<file path="config.mk">
export PLATFORM = sky130hd
export DESIGN_NAME = result_readout_seq
export DESIGN_NICKNAME = d
export VERILOG_FILES = /design/src/rtl/mm_pkg.sv /design/src/rtl/readout_fifo.sv /design/src/rtl/result_readout_seq.sv
export SDC_FILE = /design/constraint.sdc
export NUM_CORES = 1
export LEC_CHECK = 0
export ABC_CLOCK_PERIOD_IN_PS = 3580
export BUFFER_PORTS_ARGS = -buffer_cell sky130_fd_sc_hd__buf_2
export CORE_MARGIN = 10
export CORE_UTILIZATION = 40
export DETAILED_ROUTE_END_ITERATION = 8
export SLEW_MARGIN = 20
export SYNTH_ARGS = -nofsm -noshare
export SYNTH_HDL_FRONTEND = slang
export SYNTH_SLANG_ARGS = --single-unit
</file>
<file path="constraint.sdc">
create_clock -name clk -period 3.58 [get_ports clk]
set_clock_uncertainty 0.2 [all_clocks]
set_input_delay 0.537 -clock clk [delete_from_list [all_inputs] [get_ports clk]]
set_output_delay 0.537 -clock clk [all_outputs]
set_load 0.02 [all_outputs]
</file>
<file path="src/rtl/mm_pkg.sv">
// Shared types for the 4x4 product readout path: slot index, FSM states,
// read count and the upper-triangle slot table.
package mm_pkg;

    localparam int DATA_W_DEF = 16;

`ifdef SYM_SKIP_EN
    localparam int NUM_READS = 10;
`else
    localparam int NUM_READS = 16;
`endif

    typedef logic [3:0] slot_t;

    typedef enum logic [1:0] {
        IDLE,
        ISSUE,
        DRAIN
    } state_t;

    // n-th slot of the upper triangle (row <= col), row-major
    function automatic slot_t sym_slot(input slot_t n);
        slot_t k;
        case (n)
            4'd0:    k = 4'd0;
            4'd1:    k = 4'd1;
            4'd2:    k = 4'd2;
            4'd3:    k = 4'd3;
            4'd4:    k = 4'd5;
            4'd5:    k = 4'd6;
            4'd6:    k = 4'd7;
            4'd7:    k = 4'd10;
            4'd8:    k = 4'd11;
            default: k = 4'd15;
        endcase
        return k;
    endfunction

endpackage

</file>
<file path="src/rtl/readout_fifo.sv">
// First-word-fall-through FIFO for captured results, with an occupancy
// count so the issuer can reserve space before reading.
module readout_fifo #(
    parameter int W     = 21,
    parameter int DEPTH = 2,
    localparam int CW   = $clog2(DEPTH + 1)
) (
    input  logic          clk,
    input  logic          aclr,
    input  logic          push_i,
    input  logic [W-1:0]  wdata_i,
    input  logic          pop_i,
    output logic [W-1:0]  rdata_o,
    output logic          empty_o,
    output logic [CW-1:0] count_o
);

    localparam int AW = $clog2(DEPTH);

    logic [W-1:0]  mem_q [DEPTH];
    logic [AW-1:0] wr_q;
    logic [AW-1:0] rd_q;
    logic [CW-1:0] cnt_q;
    logic          full;
    logic          pop_ok;

    function automatic logic [AW-1:0] nxt(input logic [AW-1:0] p);
        return (p == AW'(DEPTH - 1)) ? '0 : p + 1'b1;
    endfunction

    assign empty_o = (cnt_q == '0);
    assign full    = (cnt_q == CW'(DEPTH));
    assign pop_ok  = pop_i && !empty_o;
    assign count_o = cnt_q;
    assign rdata_o = empty_o ? '0 : mem_q[rd_q];

    always_ff @(posedge clk) begin
        if (aclr) begin
            wr_q  <= '0;
            rd_q  <= '0;
            cnt_q <= '0;
        end else begin
            assert (!(push_i && full));
            if (push_i) begin
                wr_q <= nxt(wr_q);
            end
            if (pop_ok) begin
                rd_q <= nxt(rd_q);
            end
            if (push_i && !pop_ok) begin
                cnt_q <= cnt_q + 1'b1;
            end else if (!push_i && pop_ok) begin
                cnt_q <= cnt_q - 1'b1;
            end
        end
    end

    always_ff @(posedge clk) begin
        if (push_i) begin
            mem_q[wr_q] <= wdata_i;
        end
    end

endmodule

</file>
<file path="src/rtl/result_readout_seq.sv">
// Walks the 4x4 product output register and streams tagged results.
// Define SYM_SKIP_EN to read only the upper-triangle slots.
module result_readout_seq
    import mm_pkg::*;
#(
    parameter int DATA_W     = DATA_W_DEF,
    parameter int FIFO_DEPTH = 2
) (
    input  logic              clk,
    input  logic              aclr,
    input  logic              start,
    output logic              busy,
    output logic              done,
    output logic [3:0]        reg_out_sel,
    output logic              output_rdy,
    input  logic [DATA_W-1:0] rd_data,
    output logic [DATA_W-1:0] m_data,
    output logic [3:0]        m_idx,
    output logic              m_last,
    output logic              m_valid,
    input  logic              m_ready
);

    localparam int    CNT_W    = $clog2(FIFO_DEPTH + 1);
    localparam int    FW       = DATA_W + 5;
    localparam slot_t LAST_PTR = slot_t'(NUM_READS - 1);

    state_t     state_q, state_d;
    slot_t      ptr_q, ptr_d;
    slot_t      sel_q, sel_d;
    logic       rd_q, rd_d;
    logic       lst_q, lst_d;
    logic       done_q, done_d;
    logic       cap_q;
    slot_t      cap_idx_q;
    logic       cap_lst_q;

    slot_t      next_slot;
    logic       can_issue;
    logic       pop;
    logic       fifo_empty;
    logic [CNT_W-1:0] fifo_cnt;
    logic [FW-1:0]    head;

`ifdef SYM_SKIP_EN
    assign next_slot = sym_slot(ptr_q);
`else
    assign next_slot = ptr_q;
`endif

    // Reserve room for reads still travelling through the output register
    assign can_issue = (int'(fifo_cnt) + int'(rd_q) + int'(cap_q))
                       < FIFO_DEPTH;

    assign m_valid     = !fifo_empty;
    assign pop         = m_valid && m_ready;
    assign m_data      = head[FW-1:5];
    assign m_idx       = head[4:1];
    assign m_last      = head[0];
    assign busy        = (state_q != IDLE);
    assign done        = done_q;
    assign output_rdy  = rd_q;
    assign reg_out_sel = sel_q;

    always_comb begin
        state_d = state_q;
        ptr_d   = ptr_q;
        sel_d   = sel_q;
        rd_d    = 1'b0;
        lst_d   = lst_q;
        done_d  = 1'b0;
        case (state_q)
            IDLE: begin
                if (start) begin
                    state_d = ISSUE;
                    ptr_d   = '0;
                end
            end
            ISSUE: begin
                if (can_issue) begin
                    rd_d  = 1'b1;
                    sel_d = next_slot;
                    lst_d = (ptr_q == LAST_PTR);
                    if (ptr_q == LAST_PTR) begin
                        state_d = DRAIN;
                    end else begin
                        ptr_d = ptr_q + 1'b1;
                    end
                end
            end
            DRAIN: begin
                if (pop && m_last) begin
                    state_d = IDLE;
                    done_d  = 1'b1;
                end
            end
            default: state_d = IDLE;
        endcase
    end

    always_ff @(posedge clk) begin
        if (aclr) begin
            state_q   <= IDLE;
            ptr_q     <= '0;
            sel_q     <= '0;
            rd_q      <= 1'b0;
            lst_q     <= 1'b0;
            done_q    <= 1'b0;
            cap_q     <= 1'b0;
            cap_idx_q <= '0;
            cap_lst_q <= 1'b0;
        end else begin
            state_q   <= state_d;
            ptr_q     <= ptr_d;
            sel_q     <= sel_d;
            rd_q      <= rd_d;
            lst_q     <= lst_d;
            done_q    <= done_d;
            cap_q     <= rd_q;
            cap_idx_q <= sel_q;
            cap_lst_q <= lst_q;
        end
    end

    readout_fifo #(
        .W     (FW),
        .DEPTH (FIFO_DEPTH)
    ) u_fifo (
        .clk     (clk),
        .aclr    (aclr),
        .push_i  (cap_q),
        .wdata_i ({rd_data, cap_idx_q, cap_lst_q}),
        .pop_i   (pop),
        .rdata_o (head),
        .empty_o (fifo_empty),
        .count_o (fifo_cnt)
    );

endmodule

</file>
==> results.tsv <==
metric	value	unit
postCtsSetupRepairBufs	0	
numPortBuffers	48	
r2r-start	u_fifo.count_o[0]	
wl_per_cell	15.2	µm
crit_path_max_fanout	22	
final.period_utilization	70.0	%
hold_class	input pin to flip-flop	
grt_usage	10.0	%
fin_nets	265	
cp_top_family	simple AND/OR/NAND/NOR gates	
via_count	1602	
post-dp-hpwl	3430	µm
grt_pass1_vias	1607	
diodes	0	
synth_xor_area_share	1.37	%
dieWidth	100	µm
yosysMostFrequentCell	edfxtp_1	
die_h	100	µm
regToRegEndpoint	next_slot[3]	
cts_hold_buf	0	
cp-start-kind	flip-flop	
leakage	1.17	nW
drt_iter0_drc	59	
ir_drop	0.259	mV
ios	49	
synth_edf_count	42	
gp_congestion	0.804	
end_kind	primary output	
ctsResizeCount	0	
grt_max_degree	24	
synth_area	2560	µm²
synthDistinctLibCells	34	
cts_buffers	9	
slew_violations	0	
dp.cells	308	
htree_num_levels	3	
totalWireLength	4920	µm
crit_slowest_cell	nor2_2	
fin_tns_setup	0	ns
design.die.area	10000	µm²
synthTopCellsByArea	edfxtp_1 49%, dfxtp_1 19%, mux2i_1 8.2%, nor2_1 4.5%, nor2b_1 2.0%	
design.core.area	6280	µm²
synth_ff_type	edfxtp_1	
grt.overflow.total	0	
max-slew-margin-rel	35.4	%
ys_seq_area_share	67.9	%
clock_sinks	66	
hp-start	rd_data[4]	
synth.avg_cell_area	13.5	µm²
required	2.84	ns
clock.fmax	399	MHz
rsz0062_at_grt	false	
cts-root-buf	clkbuf_8	
p_per_area	636	nW/µm²
clock_path_buffers	2	
clkTransAtPathRegs	0.07	ns
hold-path-endpoint	u_fifo.mem_q[0][9]	
cts_tree	done	
drt-pass1-iter-count	4	
num_rows	29	
via_per_inst	4.94	
synthArstFlopShare	0	%
r2r_setup_slack	1.53	ns
final_hold_viol_count	0	
antenna_found_initial	0	
synthCells	190	
cap_violations	0	
r2r_cells	4	
path_class	flip-flop to primary output	
layout_min_cycle_time	2.51	ns
yosysTopAreaCellShare	49.2	%
power	1.93	mW
holdPathStages	1	
post_layout_nonfiller_instances	324	
synthMuxAreaShare	8.20	%
arrival	1.77	ns
status	completed	
drive_gt1_share	27.9	%
start_util	40.9	%
fin_ws	1.07	ns
area_growth	18.2	%
ant_nets	0	
drc	0	
finalSetupViolCount	0	
syn-num-nets	213	
grt_pass1_wl	7910	µm
worst_skew_pair.late_latency	0.33	ns
synth-seq-cells	66	
synth_compound_area_share	5.80	%
yosys.area_share.simple	13.4	%
synthTopCellsByCount	42 x edfxtp_1, 31 x nor2_1, 24 x dfxtp_1, 21 x mux2i_1	
synth_top_family_by_area	simple AND/OR/NAND/NOR gates	
cp_cell_sequence	nor2_2 > nor2_1 > buf_2	
cpPeakStageDelay	0.73	ns
worstMarginPinSlew	0.969	ns
path_buf_inv	1	
synth-adder-area-share	1.46	%
yosysTopAreaCell	edfxtp_1	
pre_cts_ws	1.32	ns
yosys_warnings	0	
-- worst max-delay path by stage --
stage / from / to / slack [ns] / cells after the start
floorplan: cap_q / u_fifo.mem_q[0][0] / 1.60 / 1
global placement: u_fifo.count_o[0] / m_idx[0] / 1.40 / 3
detailed placement: u_fifo.count_o[0] / m_idx[0] / 1.32 / 3
CTS: u_fifo.count_o[0] / m_idx[0] / 0.96 / 3
global route: u_fifo.count_o[0] / m_idx[0] / 0.85 / 3
finish: u_fifo.count_o[0] / m_data[1] / 1.07 / 3
-- area by class of cell --
type	count	area [µm²]
clock buffers	11	131
clock inverters	5	22.5
fillers	575	3240
inverters	2	7.51
multi-input cells	114	786
flip-flops and latches	66	1740
well taps	77	96.3
repair buffers	49	248
-- registers in the layout (all words and copies together), names as in the netlist, 2 cells and up, named ones only --
register and flops:
u_fifo.mem_q 42, reg_out_sel 4, cap_idx_q 4, state_q 2
next_slot 4, u_fifo.count_o 2
-- per-stage QoR --
step	cell area, µm²	util, %	hold slack (ns)
finish	3030	48.3	0.196
detailed placement	2870	45.8	0.213
floorplan	2560	-	0.204
global route	3030	48.3	0.177
CTS	3030	48.2	0.179
global placement	2870	45.8	0.204
-- layout by cell type, fill, tap and decap left out, types with 2 or more instances in the layout --
cell | netlist | final
clkbuf_1 | 5 | 2
edfxtp_1 | 42 | 42
clkinv_2 | 0 | 3
a32o_1 | 2 | 2
nand4b_1 | 2 | 2
xor2_1 | 3 | 3
mux2i_1 | 21 | 21
nor2_1 | 31 | 30
nand3_1 | 7 | 7
o21ai_0 | 7 | 7
inv_1 | 2 | 2
a21oi_1 | 8 | 8
o32ai_1 | 2 | 2
ha_1 | 3 | 3
buf_2 | 2 | 48
clkbuf_8 | 0 | 9
or3_1 | 2 | 2
nor2b_1 | 8 | 7
nand2_1 | 2 | 2
nand2b_1 | 2 | 2
dfxtp_1 | 24 | 24
clkinv_1 | 0 | 2
-- worst reg2reg max path, delay by kind of cell (launching register included) --
kind            cells  cell delay (ns)
compound gates      2             0.80
flops               1             0.43
fa+ha+maj           1             0.28
simple gates        1             0.23
-- power by group --
group,total (mW),switching [mW],internal (mW)
Clock,0.495,0.251,0.243
Sequential,0.888,0.0394,0.848
Combinational,0.546,0.354,0.192
-- per-layer routing --
layer	up-vias	share of wire, %	global-route usage, %
met3	7	9.4	5.22
met5	-	0	0
met2	39	46	15.0
met4	0	1.2	4.24
met1	756	43	11.7
li1	800	-	-
-- cells by family (layout without fill, tap and decap cells) --
family | count (synthesis) | in the layout
AO/OA/AOI/OAI | 23 | 23
XOR/XNOR | 4 | 4
adder cells (fa/ha/maj) | 3 | 3
buffers and inverters | 10 | 67
flip-flops | 66 | 66
multiplexers | 21 | 21
AND/OR/NAND/NOR | 63 | 63
No activity file was read; power rests on OpenSTA's default activity.
